[src/rtl/arb_pkg.sv]
`default_nettype none
// ============================================================================
// Module      : arb_pkg
// Description : Shared types and helpers for the round-robin arbiter.
// Revision    : 1.0 - initial release
// ============================================================================
package arb_pkg;

  localparam int ARB_MAX_REQ = 16;

  typedef enum logic [1:0] {
    IDLE   = 2'd0,
    GRANT  = 2'd1,
    LOCKED = 2'd2
  } arb_state_e;

  // Index width that never collapses to zero bits for tiny requester counts.
  function automatic int clog2_min1(input int n);
    return (n <= 2) ? 1 : $clog2(n);
  endfunction

endpackage
`default_nettype wire

[src/rtl/rr_pick.sv]
`default_nettype none
// ============================================================================
// Module      : rr_pick
// Description : Combinational rotate-priority picker (first set bit at or
//               after i_ptr, wrapping).
// Revision    : 1.0 - initial release
// ============================================================================
module rr_pick
  import arb_pkg::*;
#(
  parameter int NUM_REQ = 4,
  parameter int ID_W    = clog2_min1(NUM_REQ)
) (
  input  logic [NUM_REQ-1:0] i_req,
  input  logic [ID_W-1:0]    i_ptr,
  output logic               o_found,
  output logic [ID_W-1:0]    o_winner,
  output logic [NUM_REQ-1:0] o_onehot
);

  localparam logic [ID_W:0] C_NUM_REQ = (ID_W+1)'(NUM_REQ);

  logic [2*NUM_REQ-1:0] w_dbl;
  logic [NUM_REQ-1:0]   w_rot;
  logic [ID_W-1:0]      w_off;
  logic [ID_W:0]        w_sum;
  logic [ID_W-1:0]      w_winner;
  logic [NUM_REQ-1:0]   w_onehot;

  // Doubling the vector lets a plain right shift act as a rotate by i_ptr.
  assign w_dbl = {i_req, i_req} >> i_ptr;
  assign w_rot = w_dbl[NUM_REQ-1:0];

  always_comb begin
    w_off = '0;
    for (int k = NUM_REQ - 1; k >= 0; k--) begin
      if (w_rot[k]) begin
        w_off = ID_W'(k);
      end
    end
  end

  assign w_sum = {1'b0, i_ptr} + {1'b0, w_off};

  always_comb begin
    w_winner = '0;
    w_onehot = '0;
    if (w_sum >= C_NUM_REQ) begin
      w_winner = ID_W'(w_sum - C_NUM_REQ);
    end else begin
      w_winner = w_sum[ID_W-1:0];
    end
    if (|i_req) begin
      w_onehot[w_winner] = 1'b1;
    end
  end

  assign o_found  = |i_req;
  assign o_winner = w_winner;
  assign o_onehot = w_onehot;

endmodule
`default_nettype wire

[src/rtl/rr_arbiter_n.sv]
`default_nettype none
// ============================================================================
// Module      : rr_arbiter_n
// Description : N-requester round-robin arbiter with registered one-hot grant
//               and optional capped grant lock.
// Revision    : 1.0 - initial release
// ============================================================================
module rr_arbiter_n
  import arb_pkg::*;
#(
  parameter int NUM_REQ  = 4,
  parameter int LOCK_EN  = 1,
  parameter int MAX_HOLD = 8,
  parameter int ID_W     = clog2_min1(NUM_REQ)
) (
  input  logic               clk,
  input  logic               reset_n,
  input  logic [NUM_REQ-1:0] req,
  input  logic [NUM_REQ-1:0] lock,
  output logic [NUM_REQ-1:0] grant,
  output logic               grant_valid,
  output logic [ID_W-1:0]    grant_id,
  output logic               locked
);

  localparam int              HC_W       = $clog2(MAX_HOLD + 1);
  localparam logic [HC_W-1:0] C_MAX_HOLD = HC_W'(MAX_HOLD);
  localparam logic [ID_W-1:0] C_LAST     = ID_W'(NUM_REQ - 1);

  arb_state_e         r_state,       w_state;
  logic [NUM_REQ-1:0] r_grant,       w_grant;
  logic               r_grant_valid, w_grant_valid;
  logic [ID_W-1:0]    r_grant_id,    w_grant_id;
  logic [ID_W-1:0]    r_ptr,         w_ptr;
  logic [HC_W-1:0]    r_hold_cnt,    w_hold_cnt;
  logic               r_locked,      w_locked;

  logic               w_found;
  logic [ID_W-1:0]    w_winner;
  logic [NUM_REQ-1:0] w_onehot;
  logic               w_cont;

  rr_pick #(
    .NUM_REQ (NUM_REQ),
    .ID_W    (ID_W)
  ) u_pick (
    .i_req    (req),
    .i_ptr    (r_ptr),
    .o_found  (w_found),
    .o_winner (w_winner),
    .o_onehot (w_onehot)
  );

  assign w_cont = (LOCK_EN != 0) && (r_state != IDLE) &&
                  req[r_grant_id] && lock[r_grant_id] &&
                  (r_hold_cnt < C_MAX_HOLD);

  always_comb begin
    w_state    = r_state;
    w_grant    = r_grant;
    w_grant_id = r_grant_id;
    w_ptr      = r_ptr;
    w_hold_cnt = r_hold_cnt;
    w_locked   = 1'b0;
    if (w_cont) begin
      // Pointer already sits one past the holder, so it stays put.
      w_state    = LOCKED;
      w_hold_cnt = r_hold_cnt + HC_W'(1);
      w_locked   = 1'b1;
    end else if (w_found) begin
      w_state    = GRANT;
      w_grant    = w_onehot;
      w_grant_id = w_winner;
      w_ptr      = (w_winner == C_LAST) ? '0 : w_winner + ID_W'(1);
      w_hold_cnt = HC_W'(1);
    end else begin
      w_state    = IDLE;
      w_grant    = '0;
      w_grant_id = '0;
      w_hold_cnt = '0;
    end
    w_grant_valid = |w_grant;
  end

  always_ff @(posedge clk or negedge reset_n) begin
    if (!reset_n) begin
      r_state       <= IDLE;
      r_grant       <= '0;
      r_grant_valid <= 1'b0;
      r_grant_id    <= '0;
      r_ptr         <= '0;
      r_hold_cnt    <= '0;
      r_locked      <= 1'b0;
    end else begin
      r_state       <= w_state;
      r_grant       <= w_grant;
      r_grant_valid <= w_grant_valid;
      r_grant_id    <= w_grant_id;
      r_ptr         <= w_ptr;
      r_hold_cnt    <= w_hold_cnt;
      r_locked      <= w_locked;
    end
  end

`ifdef ARB_DEBUG
  always @(posedge clk) begin
    if (reset_n && r_grant_valid) begin
      $display("[%0t] arb grant_id=%0d locked=%0b hold=%0d", $time, r_grant_id, r_locked, r_hold_cnt);
    end
  end
`endif

  assign grant       = r_grant;
  assign grant_valid = r_grant_valid;
  assign grant_id    = r_grant_id;
  assign locked      = r_locked;

endmodule
`default_nettype wire

[config.mk]
export PLATFORM = sky130hd
export DESIGN_NAME = rr_arbiter_n
export DESIGN_NICKNAME = d
export VERILOG_FILES = /design/src/rtl/arb_pkg.sv /design/src/rtl/rr_pick.sv /design/src/rtl/rr_arbiter_n.sv
export SDC_FILE = /design/constraint.sdc
export NUM_CORES = 1
export LEC_CHECK = 0
export CORE_MARGIN = 2
export CORE_UTILIZATION = 40
export CTS_CLUSTER_SIZE = 8
export DETAILED_ROUTE_END_ITERATION = 7
export SYNTH_ARGS = -nofsm -noshare
export SYNTH_HDL_FRONTEND = slang
export SYNTH_SLANG_ARGS = --single-unit
export TNS_END_PERCENT = 50
[constraint.sdc]
create_clock -name clk -period 5.99 [get_ports clk]
set_input_delay 1.797 -clock clk [delete_from_list [all_inputs] [get_ports clk]]
set_output_delay 1.797 -clock clk [all_outputs]
set_load 0.03 [all_outputs]
### After elaboration in Yosys (flattened, before gate mapping)

Index checks and enable logic that the tools add are counted.

| cells by class | value |
|---|---|
| add/sub/neg operators | 4 |
| order comparisons | 5 |
| equal/unequal tests | 1 |
| shift-type cells | 1 |
| multiplexer cells | 20 |
| bitwise logic cells | 1 |
| reduce and logical (&&, ||, !) cells | 8 |

Operators by type and width:

| cell | number |
|---|---|
| $mux 2 | 8 |
| $mux 4 | 3 |
| $reduce_or 4->1 | 2 |
| $shr 8x2->4 | 1 |
| $lt 2x3->1 const B | 2 |
| $mux 1 | 6 |
| $add 4x1->4 const B | 1 |
| $bmux 1 s2 | 2 |
| $logic_and 1x1->1 | 4 |
| $lt 4x4->1 const B | 1 |
| $add 2x2->3 | 1 |
| $ge 3x3->1 const B | 1 |
| $add 2x1->2 const B | 1 |
| $demux 1 s2 | 1 |
| $eq 2x2->1 const B | 1 |
| $ge 2x1->1 const B | 1 |
| $reduce_and 2->1 | 1 |
| $reduce_bool 2->1 | 1 |
| $sub 2x1->2 const B | 1 |
| $not 1->1 | 1 |

| storage, ports and cells | value |
|---|---|
| bits in registers | 16 |
| logic and storage cells | 47 |

### Logic depth before layout (Yosys ltp)

Gate-level depths: netlist of the first run.

| logic depth | value |
|---|---|
| depth in word-level cells | 15 |
| mapped depth | 13 |

### Modules after synthesis

From an unflattened synthesis of the first run, not the netlist that was laid out.

| unflattened totals | value |
|---|---|
| cell total of the unflattened synthesis | 100 |
| area, all modules | 1018.5 µm² |

By module, submodules not included:

| module | times used | cells each | area each (µm²) | seq. area each (µm²) |
|---|---|---|---|---|
| rr_arbiter_n | 1 | 58 | 691.9 | 375.4 |
| rr_pick | 1 | 42 | 326.6 | 0.0 |

### Worst setup path before layout of the first run

No wires, ideal clock.

| path | value |
|---|---|
| path type | input -> register |
| start point | input port req[1] |
| end point | register r_grant_valid (netlist: grant_valid) |
| data arrival time | 3589 ps |
| path slack | 2266 ps |
| cell stages on the path | 13 |
| cell sequence | buf_6 > and2b_1 > a221o_1 > nand2_1 > o221ai_1 > ha_1 > xnor2_1 > o21ai_1 > nand2_1 > ha_1 > nand2_1 > o21ai_2 > nand4b_1 |

| on the way | value |
|---|---|
| longest elaborated chain between the ends | 15 |
| elaborated cells between the ends (all ways) | 23 |
| classes of those cells | add/sub: 2; order compare: 3; shift: 1; mux: 11; reduce/logical: 6 |

Ends and longest elaborated chain:

| item | RTL line | text |
|---|---|---|
| from (decl) | rr_arbiter_n.sv:18 | `input logic [NUM_REQ-1:0] req,` |
| $shr 8x2->4 | rr_pick.sv:31 | `assign w_dbl = {i_req, i_req} >> i_ptr;` |
| $mux 2 (4 in series) | rr_pick.sv:37 | `if (w_rot[k]) begin` |
| $add 2x2->3 | rr_pick.sv:43 | `assign w_sum = {1'b0, i_ptr} + {1'b0, w_off};` |
| $ge 3x3->1 / $sub 2x1->2 (equally long branches) | rr_pick.sv:48, rr_pick.sv:49 |  |
| $mux 2 | rr_pick.sv:48 | `if (w_sum >= C_NUM_REQ) begin` |
| $lt 2x3->1 (implied by the code) / $ge 2x1->1 (equally long branches) | rr_pick.sv:54 | `w_onehot[w_winner] = 1'b1;` |
| $logic_and 1x1->1 (implied by the code) | rr_pick.sv:54 |  |
| $mux 1 (implied by the code) | rr_pick.sv:54 |  |
| $demux 1 s2 | -- |  |
| $mux 4 | rr_arbiter_n.sv:70 | `end else if (w_found) begin` |
| $mux 4 (*) | rr_arbiter_n.sv:65 | `if (w_cont) begin` |
| via w_grant[2] | rr_arbiter_n.sv:31 | `logic [NUM_REQ-1:0] r_grant, w_grant;` |
| $reduce_or 4->1 (*) | rr_arbiter_n.sv:82 | `w_grant_valid = \|w_grant;` |
| via w_grant_valid | rr_arbiter_n.sv:32 | `logic r_grant_valid, w_grant_valid;` |
| to (signal assigned) | rr_arbiter_n.sv:97 | `r_grant_valid <= w_grant_valid;` |
| to (decl) | rr_arbiter_n.sv:32 |  |

The timed path passes the listed nets; every way through them passes the cells marked *. The select of a mux whose other input is x is not followed.
A chain may end at the register's enable or synchronous reset.

### Final worst setup path of the first run

Same ends and word-level chain as after synthesis.

==> out/metrics.yaml, run 1 <==
yosys:
  synth_top_area_cell: "dfrtp_1"
  ys_types: 45
  async_flop_share: 1.00
  syn_inst: 94
  ys_warn_count: 0
  ys.flop_type: "dfrtp_1"
  synth_common_cells: "dfrtp_1 (15), nand2_1 (7), nor2_1 (5)"
  yosys.area.top_type_share: 0.375
  ys_top_cells_by_area: "dfrtp_1 (38%), ha_1 (5.0%), buf_6 (4.5%)"
  ys_seq_area_frac: 0.375
  synth_nets: 108
  avgSynthCellArea_um2: 10.6
  synthesis.area_um2: 1000
  ys_seq_elements: 15
  synth-edff-count: 0
  synth.most_common_cell: "dfrtp_1"
worst_setup_path:
  crit_start: "req[1]"
  critPathRequiredTime_ns: 6.15
  worstSetupStartpointType: "input port"
  end_kind: "flip-flop"
  slowest_delay_ns: 0.71
  worstPathCellList: "clkdlybuf4s50_1 > and2b_1 > a221o_1 > nand2_1 > o221ai_1 > ha_1 > xnor2_1 > o21ai_1 > nand2_1 > ha_1 > nand2_1 > o21ai_2 > nand4b_1"
  critPathSlowestCell: "clkdlybuf4s50_1"
  crit_fanout: 10
  critPathBufInv: 1
  r2r_start: "r_ptr[0]"
  crit_type: "input port to flip-flop"
  critPathTopFamily: "buffers and inverters"
  cp_common_cell: "nand2_1"
  critPathArrivalTime_ns: 4.44
detailed_routing:
  via_per_inst: 5.49
  ant_nets: 0
  wl_per_cell_um: 14.2
  finalWirelength_um: 1970
  vias: 758
  drtIter0Drc: 21
  drc: 0
  drt_pass1_iterations: 5
pwr:
  ir_worst_vdd_uv: 327
  leakage_uw: 0.000528
  p_per_area_mw_per_mm2: 575
sta:
  min_period_over_period: 0.714
  slew_viol_final: 0
  fmax_mhz: 234
  setup_ws_ns: 1.71
  hold_viol: 0
  tns_ns: 0
  max_slew_margin: 0.570
  tightest_slew_ns: 0.643
  period_needed_ns: 4.28
  finalSetupViolCount: 0
  skew_ns: 0.00993
  whs_ns: 0.481
  rsz0062_at_grt: "false"
cells_and_area:
  drive_above_1_share: 0.130
  diodes: 0
  nets: 123
  seq_area_um2: 375
  multi_input_area_um2: 552
  final_area_mm2: 0.00118
  area_delta_synth_final_pct: 17.8
  final_util: 0.484
  n_fill_cell: 238
global_route:
  grt_max_degree: 16
  grt.total_usage: 0.149
  grt-ovfl-total: 0
  grt_pass1_wl_um: 3110
  antenna_found_initial: 0
  grt_pass1_vias: 685
clocking:
  tritoncts: "done"
  cts.path.max_buffers: 2
  ctsHoldBuffers: 0
  h-tree-depth: 1
  cts_made_buffers: 3
  cts_setup_buffers: 0
  clkLatencyLatePin_ns: 0.29
  cts_sinks: 15
  root_buffer: "clkbuf_4"
  cts.clk_slew.worst_paths_ns: 0.09
  cts_resized: 0
place:
  place.port_buffers: 17
  gp_congestion: 0.744
  placed_cell_area_mm2: 0.00115
  dp_hpwl_um: 1470
  place_ws_ns: 1.41
floorplanning:
  core_area_mm2: 0.00243
  ios: 18
  rows: 18
  fp.dieH_um: 54.0
  dieArea_mm2: 0.00291
  dieWidth_um: 54.0
  initial_core_util: 0.411
min_path:
  hold_start: "r_hold_cnt[0]"
  hold_path.class: "flip-flop to flip-flop"
status:
  status: "finished clean"
flow_run:
  cap_violations: 0
==> final timing paths <==
kind	endpoint	slack, ns	depth (start not counted)
max	grant_valid	1.71	13
min	r_hold_cnt[0]	0.48	1
max reg2reg	grant_valid	3.44	12
min reg2reg	r_hold_cnt[0]	0.48	1
max in group asynchronous	r_ptr[0]	3.67	1
min in group asynchronous	locked	1.90	1
==> registers in the layout, indices dropped and copies added, names as in the netlist <==
register     cells
grant            4
grant_id         2
grant_valid      1
locked           1
r_hold_cnt       4
r_ptr            2
r_state          1
==> worst register-to-register path, stage by stage, from the launching register on <==
cell	delay, ns
dfrtp_1	0.51
and2b_1	0.22
a221o_1	0.29
nand2_1	0.07
o221ai_1	0.15
ha_1	0.26
xnor2_1	0.15
o21ai_1	0.17
nand2_1	0.11
ha_1	0.19
nand2_1	0.08
o21ai_2	0.06
nand4b_1	0.17
==> cell families after synthesis <==
group,count (synthesis),share of synthesized area
fa+ha+maj,4,0.0501
compound gates,25,0.242
buf+inv,11,0.0726
flops,15,0.375
xor+xnor,3,0.0263
simple gates,34,0.212
mux,2,0.0225
==> report_power, final <==
group	switching [uW]	leakage, uW	internal [uW]
sequential	45.1	0.000185	147
combinational	232	0.000325	195
clock	32.3	0.0000177	24.8
==> cells in the final DEF (no fill, tap or decap), types with 2 or more instances in the layout <==
cell type,count
and3_1,3
xor2_1,2
clkbuf_4,3
a211oi_1,2
nor3b_1,3
nand2_1,7
o221ai_1,2
nand3_1,4
dfrtp_1,15
ha_1,4
a31oi_1,2
o21ai_1,2
nor2_1,5
a21oi_1,3
a32oi_2,2
clkdlybuf4s50_1,17
inv_1,4
==> routing by layer <==
metal	share of wire	vias up	global-route usage
li1	-	376	-
met1	0.50	359	0.210
met2	0.43	19	0.220
met3	0.053	4	0.0306
met4	0.013	0	0.0625
met5	0	-	0
==> through the flow <==
stage | cells | total power (uW)
global placement | 134 | 618
floorplan | 94 | 519
detailed placement | 134 | 622
finish | 138 | 677
CTS | 138 | 682
global route | 138 | 731
==> area by class of cell <==
class	count	share of cell area
clock buffer	3	0.0191
clock inverter	1	0.00425
sequential	15	0.319
multi-input combinational	68	0.469
tap	30	0.0319
timing repair buffer	17	0.145
inverter	4	0.0128
Note: power is estimated with default switching activity, not from simulation.
==> run 2: changes to the inputs <==
==> constraint.sdc (replaced) <==
create_clock -name clk -period 4.1 [get_ports clk]
set_input_delay 1.23 -clock clk [delete_from_list [all_inputs] [get_ports clk]]
set_output_delay 1.23 -clock clk [all_outputs]
set_load 0.03 [all_outputs]
==> out/metrics.yaml, run 2 (synthesis gave the netlist of run 1 again) <==
floorplanning:
  dieArea_mm2: 0.00291  # unchanged
  ios: 18  # unchanged
  rows: 18  # unchanged
  fp.dieH_um: 54.0  # unchanged
  dieWidth_um: 54.0  # unchanged
  initial_core_util: 0.411  # unchanged
  core_area_mm2: 0.00243  # unchanged
cells_and_area:
  diodes: 0  # unchanged
  drive_above_1_share: 0.144  # +0.0145
  n_fill_cell: 235  # -1.3%
  area_delta_synth_final_pct: 19.9
  final_common_cell: "clkdlybuf4s50_1"
  nets: 126  # +2.4%
  final_cell_mix: "clkdlybuf4s50_1 (17), dfrtp_1 (15), nand2_1 (7), nor2_1 (5)"
  multi_input_area_um2: 552  # unchanged
  final_util: 0.493  # +0.00875
  seq_area_um2: 375  # unchanged
global_route:
  grt_max_degree: 16  # unchanged
  grt.total_usage: 0.158  # +0.00902
  grt_pass1_vias: 731  # +6.7%
  grt_pass1_wl_um: 3310  # +6.5%
  antenna_found_initial: 0  # unchanged
  grt-ovfl-total: 0  # unchanged
clocking:
  h-tree-depth: 1  # unchanged
  cts_resized: 0  # unchanged
  cts_sinks: 15  # unchanged
  cts_made_buffers: 3  # unchanged
  tritoncts: "done"
  cts.clk_slew.worst_paths_ns: 0.08  # about the same
  root_buffer: "clkbuf_4"
  cts.path.max_buffers: 2  # unchanged
  ctsHoldBuffers: 0  # unchanged
  cts_setup_buffers: 0  # unchanged
  clkLatencyLatePin_ns: 0.28  # about the same
place:
  dp_hpwl_um: 1480  # +1.0%
  place.port_buffers: 17  # unchanged
  gp_congestion: 0.757  # +1.6%
worst_setup_path:
  end_kind: "flip-flop"
  crit_type: "input port to flip-flop"
  critPathBufInv: 1  # unchanged
  worstRegToRegCells: 12  # unchanged
  critPathSlowestCell: "clkdlybuf4s50_1"
  crit_cells: 12  # -1
  critPathRequiredTime_ns: 4.26  # -1.89 ns
  critPathArrivalTime_ns: 3.66  # -0.78 ns
  crit_fanout: 10  # unchanged
  critPathTopFamily: "compound AO/OA/AOI/OAI gates"
  worstPathCellList: "clkdlybuf4s50_1 > a221o_1 > nand2_1 > o221ai_1 > ha_1 > xnor2_1 > o21ai_1 > nand2_1 > ha_1 > nand2_1 > o21ai_2 > nand4b_1"
  worstSetupStartpointType: "input port"
  cp_common_cell: "nand2_1"
  slowest_delay_ns: 0.60  # -0.11 ns
  ff2ff_setup_slack_ns: 1.54  # -1.90 ns
pwr:
  leakage_uw: 0.000540  # +2.2%
  power_frac_comb: 0.630  # -0.002
  intPower_uw: 540  # +47%
  swShare: 0.454  # -0.00379
  switchingPower_uw: 448  # +45%
  p_per_area_mw_per_mm2: 824  # +43%
  p_seq_frac: 0.285  # about the same
  power.share.clock: 0.084  # about the same
  ir_worst_vdd_uv: 477  # +46%
sta:
  finalSetupViolCount: 0  # unchanged
  hold_viol: 0  # unchanged
  rsz0062_at_grt: "false"
  tns_ns: 0  # unchanged
  fmax_mhz: 286
  tightest_slew_ns: 0.651  # +0.00807 ns
  skew_ns: 0.00169  # -0.00823 ns
  slew_viol_final: 0  # unchanged
  max_slew_margin: 0.565  # -0.00539
  min_period_over_period: 0.854
  period_needed_ns: 3.50
detailed_routing:
  wl_per_cell_um: 14.5  # +2.1%
  via_per_inst: 5.65  # +2.8%
  ant_nets: 0  # unchanged
  drc: 0  # unchanged
  drt_pass1_iterations: 4  # -1
  drtIter0Drc: 13  # -38%
  vias: 796  # +5.0%
  finalWirelength_um: 2050  # +4.3%
min_path:
  hold_path.class: "flip-flop to flip-flop"
  whs_path_depth: 1  # unchanged
status:
  status: "finished clean"
flow_run:
  cap_violations: 0  # unchanged
-- run 2: cell count changes in the layout (fill, tap and decap cells not counted), sizes merged --
| cell | delta |
|---|---|
| buf | +3 |
| clkbuf | +1 |
| clkinv | -1 |
-- run 2: layout make-up --
type	instances	area share
multi-input cells	68	0.460
well taps	30	0.0313
repair buffers	20	0.161
clock buffers	4	0.0219
flip-flops and latches	15	0.313
inverters	4	0.0125
-- run 2: layer usage --
| layer | vias up | GRT usage | share of wire |
|---|---|---|---|
| li1 | 384 | - | - |
| met1 | 389 | 0.223 | 0.48 |
| met2 | 19 | 0.230 | 0.45 |
| met3 | 4 | 0.0306 | 0.063 |
| met4 | 0 | 0.0750 | 0.011 |
| met5 | - | 0 | 0 |
-- run 2: final timing paths --
kind | startpoint | endpoint
setup / recovery | req[2] | grant_valid
max in group asynchronous | reset_n | grant[1]
hold / removal | r_hold_cnt[0] | r_hold_cnt[0]
setup reg to reg | r_ptr[0] | grant_valid
min in group asynchronous | reset_n | locked
hold reg to reg | r_hold_cnt[0] | r_hold_cnt[0]
-- run 2: power by group through the flow --
| stage | clock, uW | combinational, uW | sequential [uW] |
|---|---|---|---|
| after floorplan | 0 | 437 | 321 |
| after global placement | 0 | 618 | 284 |
| after detailed placement | 0 | 619 | 283 |
| after CTS | 85.4 | 626 | 281 |
| after global routing | 90.6 | 687 | 291 |
| final | 83.2 | 623 | 282 |
-- run 2: worst register-to-register path, cell delays in order (launching register included) --
cell and delay [ns]:
dfrtp_1 0.52, and2b_1 0.22, a221o_1 0.29, nand2_1 0.07, o221ai_1 0.13, ha_1 0.26, xnor2_1 0.14, o21ai_1 0.18
nand2_1 0.12, ha_1 0.20, nand2_1 0.09, o21ai_2 0.06, nand4b_1 0.17
-- run 2: stage by stage --
stage	cells	power (uW)	instance area (um^2)	hold WS (ns)	setup WS, ns
after global routing	141	1070	1200	0.521	0.407
after detailed placement	137	902	1170	0.474	0.318
final	141	988	1200	0.496	0.600
after floorplan	94	758	1000	0.440	0.943
after CTS	141	992	1200	0.495	0.613
after global placement	137	903	1170	0.475	0.372
